`config.mk`:
```
export PLATFORM = sky130hd
export DESIGN_NAME = cache_tag_array_nway
export DESIGN_NICKNAME = d
export VERILOG_FILES = /design/src/rtl/cache_pkg.sv /design/src/rtl/cache_tag_way.sv /design/src/rtl/cache_tag_array_nway.sv
export SDC_FILE = /design/constraint.sdc
export NUM_CORES = 1
export LEC_CHECK = 0
export ABC_AREA = 0
export CELL_PAD_IN_SITES_DETAIL_PLACEMENT = 0
export CELL_PAD_IN_SITES_GLOBAL_PLACEMENT = 1
export CORE_MARGIN = 1
export CORE_UTILIZATION = 50
export CTS_CLUSTER_SIZE = 14
export DETAILED_ROUTE_END_ITERATION = 10
export GPL_TIMING_DRIVEN = 0
export HOLD_SLACK_MARGIN = 0.03
export PLACE_DENSITY = 0.8
export SLEW_MARGIN = 10
export SYNTH_ARGS = -nofsm -noshare
export SYNTH_HDL_FRONTEND = slang
export SYNTH_SLANG_ARGS = --single-unit
export TNS_END_PERCENT = 5
```
`constraint.sdc`:
```
create_clock -name clock -period 6.5 [get_ports clock]
set_input_delay 1.625 -clock clock [delete_from_list [all_inputs] [get_ports clock]]
set_output_delay 1.625 -clock clock [all_outputs]
set_load 0.1 [all_outputs]
```
`src/rtl/cache_pkg.sv`:
```
// Shared definitions for the N-way cache tag array.
//   - cache_state_e : controller states (INIT walk, IDLE service, FLUSH walk)
//   - DEF_*         : default geometry (8 sets, 14-bit tags, 2 ways)
//   - way_width()   : way-number width, never narrower than one bit
package cache_pkg;

  localparam int DEF_AWIDTH = 3;
  localparam int DEF_TWIDTH = 14;
  localparam int DEF_WAYS   = 2;

  typedef enum logic [1:0] {
    INIT  = 2'd0,
    IDLE  = 2'd1,
    FLUSH = 2'd2
  } cache_state_e;

  // A direct-mapped configuration still needs a 1-bit way field on the ports.
  function automatic int way_width(input int ways);
    return (ways > 1) ? $clog2(ways) : 1;
  endfunction

endpackage

```
`src/rtl/cache_tag_way.sv`:
```
// One way of the tag store: tag memory plus per-set valid bits.
// Optional feature macro: CACHE_TAG_PARITY_EN (adds a stored even-parity bit).
// Ports:
//   clock              rising-edge clock
//   wr_en/wr_index/wr_tag   synchronous tag write; sets the valid bit
//   clr_en/clr_index   synchronous valid-bit clear of one set
//   rd_index           read address, sampled every cycle
//   rd_tag/rd_valid    registered read data (contents before this edge's write)
//   rd_par             registered stored parity bit (parity builds only)
module cache_tag_way #(
  parameter int AWIDTH = 3,
  parameter int TWIDTH = 14
) (
  input  logic              clock,
  input  logic              wr_en,
  input  logic [AWIDTH-1:0] wr_index,
  input  logic [TWIDTH-1:0] wr_tag,
  input  logic              clr_en,
  input  logic [AWIDTH-1:0] clr_index,
  input  logic [AWIDTH-1:0] rd_index,
  output logic [TWIDTH-1:0] rd_tag,
`ifdef CACHE_TAG_PARITY_EN
  output logic              rd_par,
`endif
  output logic              rd_valid
);

  localparam int DEPTH = 1 << AWIDTH;

  // NOTE: storage has no reset; the owner walks every set clear after reset,
  // which keeps the tag array mappable onto RAM without a reset port.
  logic [TWIDTH-1:0] tag_mem [DEPTH];
  logic [DEPTH-1:0]  valid_q;

  // NOTE: sequential state uses non-blocking assignments so the read below
  // returns the contents from before a same-edge write (read-before-write).
  always_ff @(posedge clock) begin
    if (wr_en) tag_mem[wr_index] <= wr_tag;
    rd_tag <= tag_mem[rd_index];
  end

  // A write to the set being cleared wins, so a refill is never lost.
  always_ff @(posedge clock) begin
    if (clr_en) valid_q[clr_index] <= 1'b0;
    if (wr_en)  valid_q[wr_index]  <= 1'b1;
    rd_valid <= valid_q[rd_index];
  end

`ifdef CACHE_TAG_PARITY_EN
  logic par_mem [DEPTH];

  always_ff @(posedge clock) begin
    if (wr_en) par_mem[wr_index] <= ^wr_tag;
    rd_par <= par_mem[rd_index];
  end
`endif

endmodule

```
`src/rtl/cache_tag_array_nway.sv`:
```
// N-way set-associative tag store with parallel compare and victim choice.
// Optional feature macro: CACHE_TAG_PARITY_EN (per-way tag parity, parity_err).
// Ports:
//   clock, reset              rising-edge clock, synchronous active-high reset
//   lookup_valid/index/tag    lookup request; accepted when lookup_ready
//   lookup_ready, busy        IDLE vs. INIT/FLUSH walk in progress
//   resp_valid, hit, hit_way, victim_way   response one cycle after a lookup
//   fill_valid/index/way/tag  tag refill, accepted only in IDLE without flush
//   flush                     pulse in IDLE: invalidate every set
//   parity_err                bad stored parity seen in the looked-up set
module cache_tag_array_nway
  import cache_pkg::*;
#(
  parameter int  AWIDTH = DEF_AWIDTH,
  parameter int  TWIDTH = DEF_TWIDTH,
  parameter int  WAYS   = DEF_WAYS,
  localparam int WWIDTH = way_width(WAYS)
) (
  input  logic              clock,
  input  logic              reset,
  input  logic              lookup_valid,
  input  logic [AWIDTH-1:0] lookup_index,
  input  logic [TWIDTH-1:0] lookup_tag,
  output logic              lookup_ready,
  output logic              resp_valid,
  output logic              hit,
  output logic [WWIDTH-1:0] hit_way,
  output logic [WWIDTH-1:0] victim_way,
  input  logic              fill_valid,
  input  logic [AWIDTH-1:0] fill_index,
  input  logic [WWIDTH-1:0] fill_way,
  input  logic [TWIDTH-1:0] fill_tag,
  input  logic              flush,
`ifdef CACHE_TAG_PARITY_EN
  output logic              parity_err,
`endif
  output logic              busy
);

  localparam int DEPTH = 1 << AWIDTH;

  cache_state_e      state, state_nxt;
  logic [AWIDTH-1:0] walk_idx, walk_nxt;
  logic              walk_active, lookup_acc, fill_acc;

  assign walk_active  = (state != IDLE);
  assign lookup_ready = (state == IDLE);
  assign busy         = walk_active;
  assign lookup_acc   = lookup_valid && lookup_ready;
  // A flush in the same cycle drops the fill; it would be wiped anyway.
  assign fill_acc     = fill_valid && (state == IDLE) && !flush;

  always_ff @(posedge clock) begin
    if (reset) begin
      state    <= INIT;
      walk_idx <= '0;
    end else begin
      state    <= state_nxt;
      walk_idx <= walk_nxt;
    end
  end

  // NOTE: every output of this block gets a default first, so no latches.
  always_comb begin
    state_nxt = state;
    walk_nxt  = walk_idx;
    unique case (state)
      INIT, FLUSH: begin
        if (walk_idx == AWIDTH'(DEPTH - 1)) begin
          state_nxt = IDLE;
          walk_nxt  = '0;
        end else begin
          walk_nxt = walk_idx + 1'b1;
        end
      end
      IDLE: begin
        if (flush) begin
          state_nxt = FLUSH;
          walk_nxt  = '0;
        end
      end
      default: begin
        state_nxt = INIT;
        walk_nxt  = '0;
      end
    endcase
  end

  // Response-side copies of the request. Only resp_q needs a reset: the rest
  // is ignored while resp_q is low.
  logic              resp_q;
  logic [TWIDTH-1:0] tag_q;
  logic [WWIDTH-1:0] ptr_q;

  always_ff @(posedge clock) begin
    if (reset) resp_q <= 1'b0;
    else       resp_q <= lookup_acc;
    tag_q <= lookup_tag;
  end

  logic [TWIDTH-1:0] rd_tag [WAYS];
  logic [WAYS-1:0]   rd_valid, way_bad, way_match, way_clr;
  logic [AWIDTH-1:0] clr_index;

`ifdef CACHE_TAG_PARITY_EN
  logic [WAYS-1:0]   rd_par;
  logic [AWIDTH-1:0] index_q;

  always_ff @(posedge clock) index_q <= lookup_index;

  always_comb begin
    way_bad = '0;
    for (int w = 0; w < WAYS; w++)
      way_bad[w] = resp_q && rd_valid[w] && ((^rd_tag[w]) != rd_par[w]);
  end

  assign parity_err = |way_bad;
  // The init/flush walk owns the clear port; a bad way found while a flush
  // starts is wiped by that flush anyway.
  assign way_clr    = walk_active ? {WAYS{1'b1}} : way_bad;
  assign clr_index  = walk_active ? walk_idx : index_q;
`else
  assign way_bad   = '0;
  assign way_clr   = {WAYS{walk_active}};
  assign clr_index = walk_idx;
`endif

  for (genvar w = 0; w < WAYS; w++) begin : g_way
    cache_tag_way #(
      .AWIDTH (AWIDTH),
      .TWIDTH (TWIDTH)
    ) u_way (
      .clock     (clock),
      .wr_en     (fill_acc && (fill_way == WWIDTH'(w))),
      .wr_index  (fill_index),
      .wr_tag    (fill_tag),
      .clr_en    (way_clr[w]),
      .clr_index (clr_index),
      .rd_index  (lookup_index),
      .rd_tag    (rd_tag[w]),
`ifdef CACHE_TAG_PARITY_EN
      .rd_par    (rd_par[w]),
`endif
      .rd_valid  (rd_valid[w])
    );
  end

  // Round-robin pointer per set, used only once every way is valid.
  if (WAYS > 1) begin : g_rr
    logic [WWIDTH-1:0] rr_ptr [DEPTH];

    always_ff @(posedge clock) begin
      if (walk_active)
        rr_ptr[walk_idx] <= '0;
      else if (fill_acc && (fill_way == rr_ptr[fill_index]))
        rr_ptr[fill_index] <= (rr_ptr[fill_index] == WWIDTH'(WAYS - 1)) ?
                              '0 : rr_ptr[fill_index] + 1'b1;
      ptr_q <= rr_ptr[lookup_index];
    end
  end else begin : g_no_rr
    assign ptr_q = '0;
  end

  always_comb begin
    way_match = '0;
    for (int w = 0; w < WAYS; w++)
      way_match[w] = rd_valid[w] && !way_bad[w] && (rd_tag[w] == tag_q);
  end

  // Descending scans so the lowest-numbered candidate is the last written.
  always_comb begin
    hit        = 1'b0;
    hit_way    = '0;
    victim_way = '0;
    if (resp_q) begin
      hit        = |way_match;
      victim_way = ptr_q;
      for (int w = WAYS - 1; w >= 0; w--) begin
        if (way_match[w]) hit_way    = WWIDTH'(w);
        if (!rd_valid[w]) victim_way = WWIDTH'(w);
      end
    end
  end

  assign resp_valid = resp_q;

endmodule
```
### After elaboration in Yosys (flattened, before gate mapping)

Memory sizes are Yosys's and may differ from the RTL's. A register that Yosys moved wholly into a read port is not among the register bits.
Index checks and enable logic that the tools add are counted.

* $add $sub $neg: 2
* multipliers: 0
* div/mod/pow operators: 0
* magnitude comparators: 5
* equal/unequal tests: 9
* shift-type cells: 0
* multiplexer cells: 38
* bitwise gates (word level): 6
* reduce and logical (&&, ||, !) cells: 16

Operator list (count)
* 8-bit 2-to-1 mux: 4
* 14-bit == test: 2
* 1-bit 2-to-1 mux: 23
* 8-bit bitwise AND: 2
* 8-bit bitwise OR: 2
* 3-bit by 4-bit < comparator with 1-bit output, second input constant: 3
* 1-bit logical AND: 10
* 3-bit 2-to-1 mux: 3
* 8-bit NOT: 1
* 1-bit binary-select mux with 3-bit select: 2
* 1-bit demux with 3-bit select: 2
* 3-bit by 1-bit greater-or-equal comparator with 1-bit output, second input constant: 2
* 3-bit case mux with 2 select lines: 1
* 2-bit 2-to-1 mux: 2
* 2-bit by 1-bit inequality test with 1-bit output, second input constant: 2
* 2-bit case mux with 2 select lines: 1
* 2-bit OR reduction: 2
* 3-bit by 1-bit adder with 3-bit output, second input constant: 1
* 3-bit == test, second input constant: 1
* 2-bit by 1-bit == test with 1-bit output, second input constant: 1
* 2-bit == test, second input constant: 1
* 2-bit logical NOT: 1
* 2-bit inequality test, second input constant: 1
* 2-bit AND reduction: 1
* other kinds (5): 5

* register bits: 38
* bits in latches: 0
* bits in writable memories: 232
* memory bits (read-only): 0
* output and inout port bits: 6
* memories: 3

Memory list
* g_way[0].u_way.tag_mem: depth 8, width 14, read ports 1, clocked after memory_dff 1, wr ports 1, RTL line cache_tag_way.sv:32 `logic [TWIDTH-1:0] tag_mem [DEPTH];`
* g_way[1].u_way.tag_mem: depth 8, width 14, read ports 1, clocked after memory_dff 1, wr ports 1, RTL line cache_tag_way.sv:32
* g_rr.rr_ptr: depth 8, width 1, read ports 2, clocked after memory_dff 1, wr ports 1, RTL line cache_tag_array_nway.sv:150 `logic [WWIDTH-1:0] rr_ptr [DEPTH];`

### Depth between registers and ports, before layout

* depth after elaboration: 9
* depth in mapped cells: 7

### Hierarchy

From an unflattened synthesis, not the netlist that was laid out.

* cells, all modules: 568
* area, all modules: 11603.6 um^2

Modules (own cells, without submodules)
* cache_tag_way: times used 2, cells an instance 218, area an instance 5054.8 um^2, sequential area each 3823.7 um^2
* cache_tag_array_nway: times used 1, cells an instance 132, area an instance 1493.9 um^2, sequential area each 660.6 um^2

### Worst setup path after synthesis

Ideal clock, no wire load.

* path type: flip-flop to output port
* start point: reg resp_q (netlist: resp_valid)
* end point: out hit_way
* arrival: 2.694 ns
* required time: 4.875 ns
* path slack: 2.181 ns
* stages on the path, launching flop included: 5
* buffers on the path: 0
* cell sequence: dfxtp_1 nand2_1 nor4_1 nand4_1 nor2_1

* word-level cells in the longest chain between the ends: 1

Ends and longest elaborated chain
* start: declaration: RTL line cache_tag_array_nway.sv:91 `logic resp_q;`
* start signal: assignment: RTL line cache_tag_array_nway.sv:97 `else resp_q <= lookup_acc;`
* 1-bit 2-to-1 mux: RTL line cache_tag_array_nway.sv:175 `if (resp_q) begin`
* end: declaration: RTL line cache_tag_array_nway.sv:27 `output logic [WWIDTH-1:0] hit_way,`

Every way passes these cells.

### Final worst setup path

* start point: reg resp_q (netlist: resp_valid)
* end point: out hit

* word-level cells in the longest chain between the ends: 1

Ends and longest elaborated chain
* 1-bit 2-to-1 mux: RTL line cache_tag_array_nway.sv:175
* end: declaration: RTL line cache_tag_array_nway.sv:26 `output logic hit,`

Every way passes these cells.

==> impl_metrics.py <==
metrics = {
    "outcome": {
        "status": "finished, final reports clean",
    },
    "place": {
        "hpwl_um": 15800,
        "place_area_mm2": 0.0122,
        "gp_congestion": 0.813,
        "numPortBuffers": 42,
    },
    "detailed_routing": {
        "firstDrtPassIters": 5,
        "first_iter_violations": 557,
        "vias_per_cell": 5.83,
        "wl_um": 23200,
        "wl_per_cell_um": 24.6,
        "routed-via-count": 5509,
        "ant_nets": 0,
        "drc": 0,
    },
    "timing": {
        "min_period_ns": 4.79,
        "max_slew_margin": 0.349,
        "rsz0062_at_grt": "no",
        "hold_viol": 0,
        "worstMarginPinSlew_ns": 0.973,
        "clock_skew_ns": 0.0109,
        "setup_viol": 0,
        "setup-tns-final_ns": 0,
        "slew_violations": 0,
        "clock.fmax_ghz": 0.209,
        "fin_crit_sh": 0.736,
    },
    "cts": {
        "clkTransAtPathRegs_ns": 0.06,
        "cts_resized": 0,
        "cts_hold_buf": 0,
        "cts_root_buf": "clkbuf_16",
        "post_cts_buffers": 0,
        "cts_max_path_buffers": 3,
        "h-tree-depth": 1,
        "cts_tree": "yes",
        "cts.sinks": 299,
        "numCtsBuffers": 30,
        "worstSkewPairLatency_ns": 0.54,
    },
    "critical_path": {
        "cp-end-kind": "output port",
        "rr_startpoint": "state[0]",
        "reg2reg_depth": 5,
        "r2r_end": "g_way[0].u_way.tag_mem[1][13]",
        "cp_max_fo": 4,
        "ff2ff_setup_slack_ns": 3.89,
        "start_kind": "flop",
        "critical_path_required_ns": 4.88,
        "crit_arrival_ns": 3.16,
        "path_class": "flop to output port",
    },
    "logic_synthesis": {
        "ys_seq_elements": 299,
        "synthTopCellsByArea": "edfxtp_1 (63%), mux4_2 (13%), dfxtp_1 (12%), mux2_2 (3.1%), o41ai_2 (1.2%)",
        "syn_area_mm2": 0.0111,
        "netlist_instances": 547,
        "synth_edf_count": 232,
        "ys_warn_count": 0,
        "avgSynthCellArea_um2": 20.4,
        "yosysMostFrequentCell": "edfxtp_1",
        "yosys.area.top_type": "edfxtp_1",
        "yosys-top-cells-count": "edfxtp_1 (232), dfxtp_1 (67), mux4_2 (62)",
        "synthFlopType": "edfxtp_1",
        "yosys.area.top_type_share": 0.625,
        "ys_types": 35,
        "synth_nets": 589,
        "ys_async_sr_fraction": 0,
        "yosysSeqAreaShare": 0.745,
    },
    "floorplanning": {
        "die_h_um": 151,
        "io_pins": 46,
        "die_w_um": 151,
        "rows": 54,
        "initial_utilization": 0.511,
        "fp.dieArea_mm2": 0.0229,
        "core_area_mm2": 0.0218,
    },
    "layout": {
        "fin_nets": 683,
        "fin_area_mm2": 0.0132,
        "diodes": 0,
        "n_fill_cell": 1556,
        "drive_above_1_share": 0.290,
        "syn2layout_area_growth_pct": 18.3,
    },
    "global_routing": {
        "grtUsageTotal": 0.217,
        "antenna_found_initial": 0,
        "grt_max_degree": 17,
        "overflow": 0,
        "grt_pass1_wl_um": 35100,
        "grt_pass1_vias": 5738,
    },
    "hold_path": {
        "min_from": "g_way[1].u_way.valid_q[5]",
        "holdPathStages": 1,
        "min_to": "g_way[1].u_way.valid_q[5]",
        "hold_path.class": "flop to flop",
    },
    "power": {
        "leakagePower_nw": 4.48,
        "cellPowerDensity_mw_per_mm2": 297,
        "max-vdd-ir-drop_mv": 0.171,
    },
    "flow_run": {
        "drv_cap": 0,
    },
}
-- metrics by stage --
stage	setup WS [ns]	util	hold WS [ns]	instances	power, mW
after global routing	1.69	0.604	0.473	945	4.03
after global placement	0.322	0.546	0.428	869	2.32
after detailed placement	2.18	0.561	0.438	889	2.33
after floorplan	2.18	-	0.421	547	2.25
final	1.71	0.604	0.451	945	3.92
after CTS	1.75	0.604	0.451	945	3.94
-- routing by layer --
layer,vias up,part of all wire,global-route usage
met5,-,0,0
met4,0,0.025,0.0645
met3,46,0.074,0.0304
met2,224,0.47,0.338
met1,2846,0.44,0.319
li1,2393,-,-
-- power by group --
| part | switching [mW] | internal (mW) | total (mW) |
|---|---|---|---|
| sequential | 0.0183 | 2.08 | 2.10 |
| clock | 0.678 | 0.951 | 1.63 |
| combinational | 0.0980 | 0.0914 | 0.189 |
-- logic make-up after synthesis --
kind of cell | Yosys count | share of synthesized area
flip-flops | 299 | 0.745
AND/OR/NAND/NOR | 64 | 0.0289
multiplexers | 97 | 0.164
AO/OA/AOI/OAI | 30 | 0.0259
XOR/XNOR | 29 | 0.0235
buffers and inverters | 26 | 0.00988
adder cells (fa/ha/maj) | 2 | 0.00224
-- final cells by class --
class / instances / area, um2 / area share
inverter: 4 / 15.0 / 0.00114
multi-input combinational: 222 / 2780 / 0.211
clock buffer: 46 / 862 / 0.0654
clock inverter: 10 / 80.1 / 0.00607
buffer: 22 / 95.1 / 0.00721
timing repair buffer: 62 / 697 / 0.0528
tap: 280 / 350 / 0.0266
sequential: 299 / 8310 / 0.630
-- worst max-delay path by stage --
| stage | start | endpoint | slack [ns] | cells past startpoint |
|---|---|---|---|---|
| after CTS | tag_q[13] | hit | 1.75 | 5 |
| final | resp_valid | hit | 1.71 | 5 |
| after detailed placement | fill_valid | g_way[0].u_way.tag_mem[1][2] | 2.18 | 5 |
| after floorplan | resp_valid | hit_way | 2.18 | 4 |
| after global placement | fill_index[2] | g_way[0].u_way.tag_mem[0][1] | 0.32 | 4 |
| after global routing | tag_q[13] | hit | 1.69 | 5 |
-- flip-flops by register name (all words and copies together) (netlist names) --
| register | cells |
|---|---|
| clr_index | 3 |
| g_rr.rr_ptr | 8 |
| g_way.u_way.rd_tag | 28 |
| g_way.u_way.rd_valid | 2 |
| g_way.u_way.tag_mem | 224 |
| g_way.u_way.valid_q | 16 |
| ptr_q | 1 |
| resp_valid | 1 |
| state | 2 |
| tag_q | 14 |
-- critical path: stages (launching register included) --
cell,delay (ns)
dfxtp_1,0.49
nand2_1,0.11
nor4_1,0.44
nand4_1,0.18
a21bo_1,0.26
clkdlybuf4s50_1,1.14
-- layout by cell type, fill, tap and decap left out, types with 9 or more instances in the layout --
cell type	instances
mux4_2	62
buf_2	11
a21o_1	16
clkbuf_1	24
nor2_2	12
nand2_1	9
xnor2_1	14
mux2_2	31
edfxtp_1	232
clkbuf_16	31
clkdlybuf4s50_1	42
xor2_1	14
dfxtp_1	67
Power figures use the tool's default switching activity.
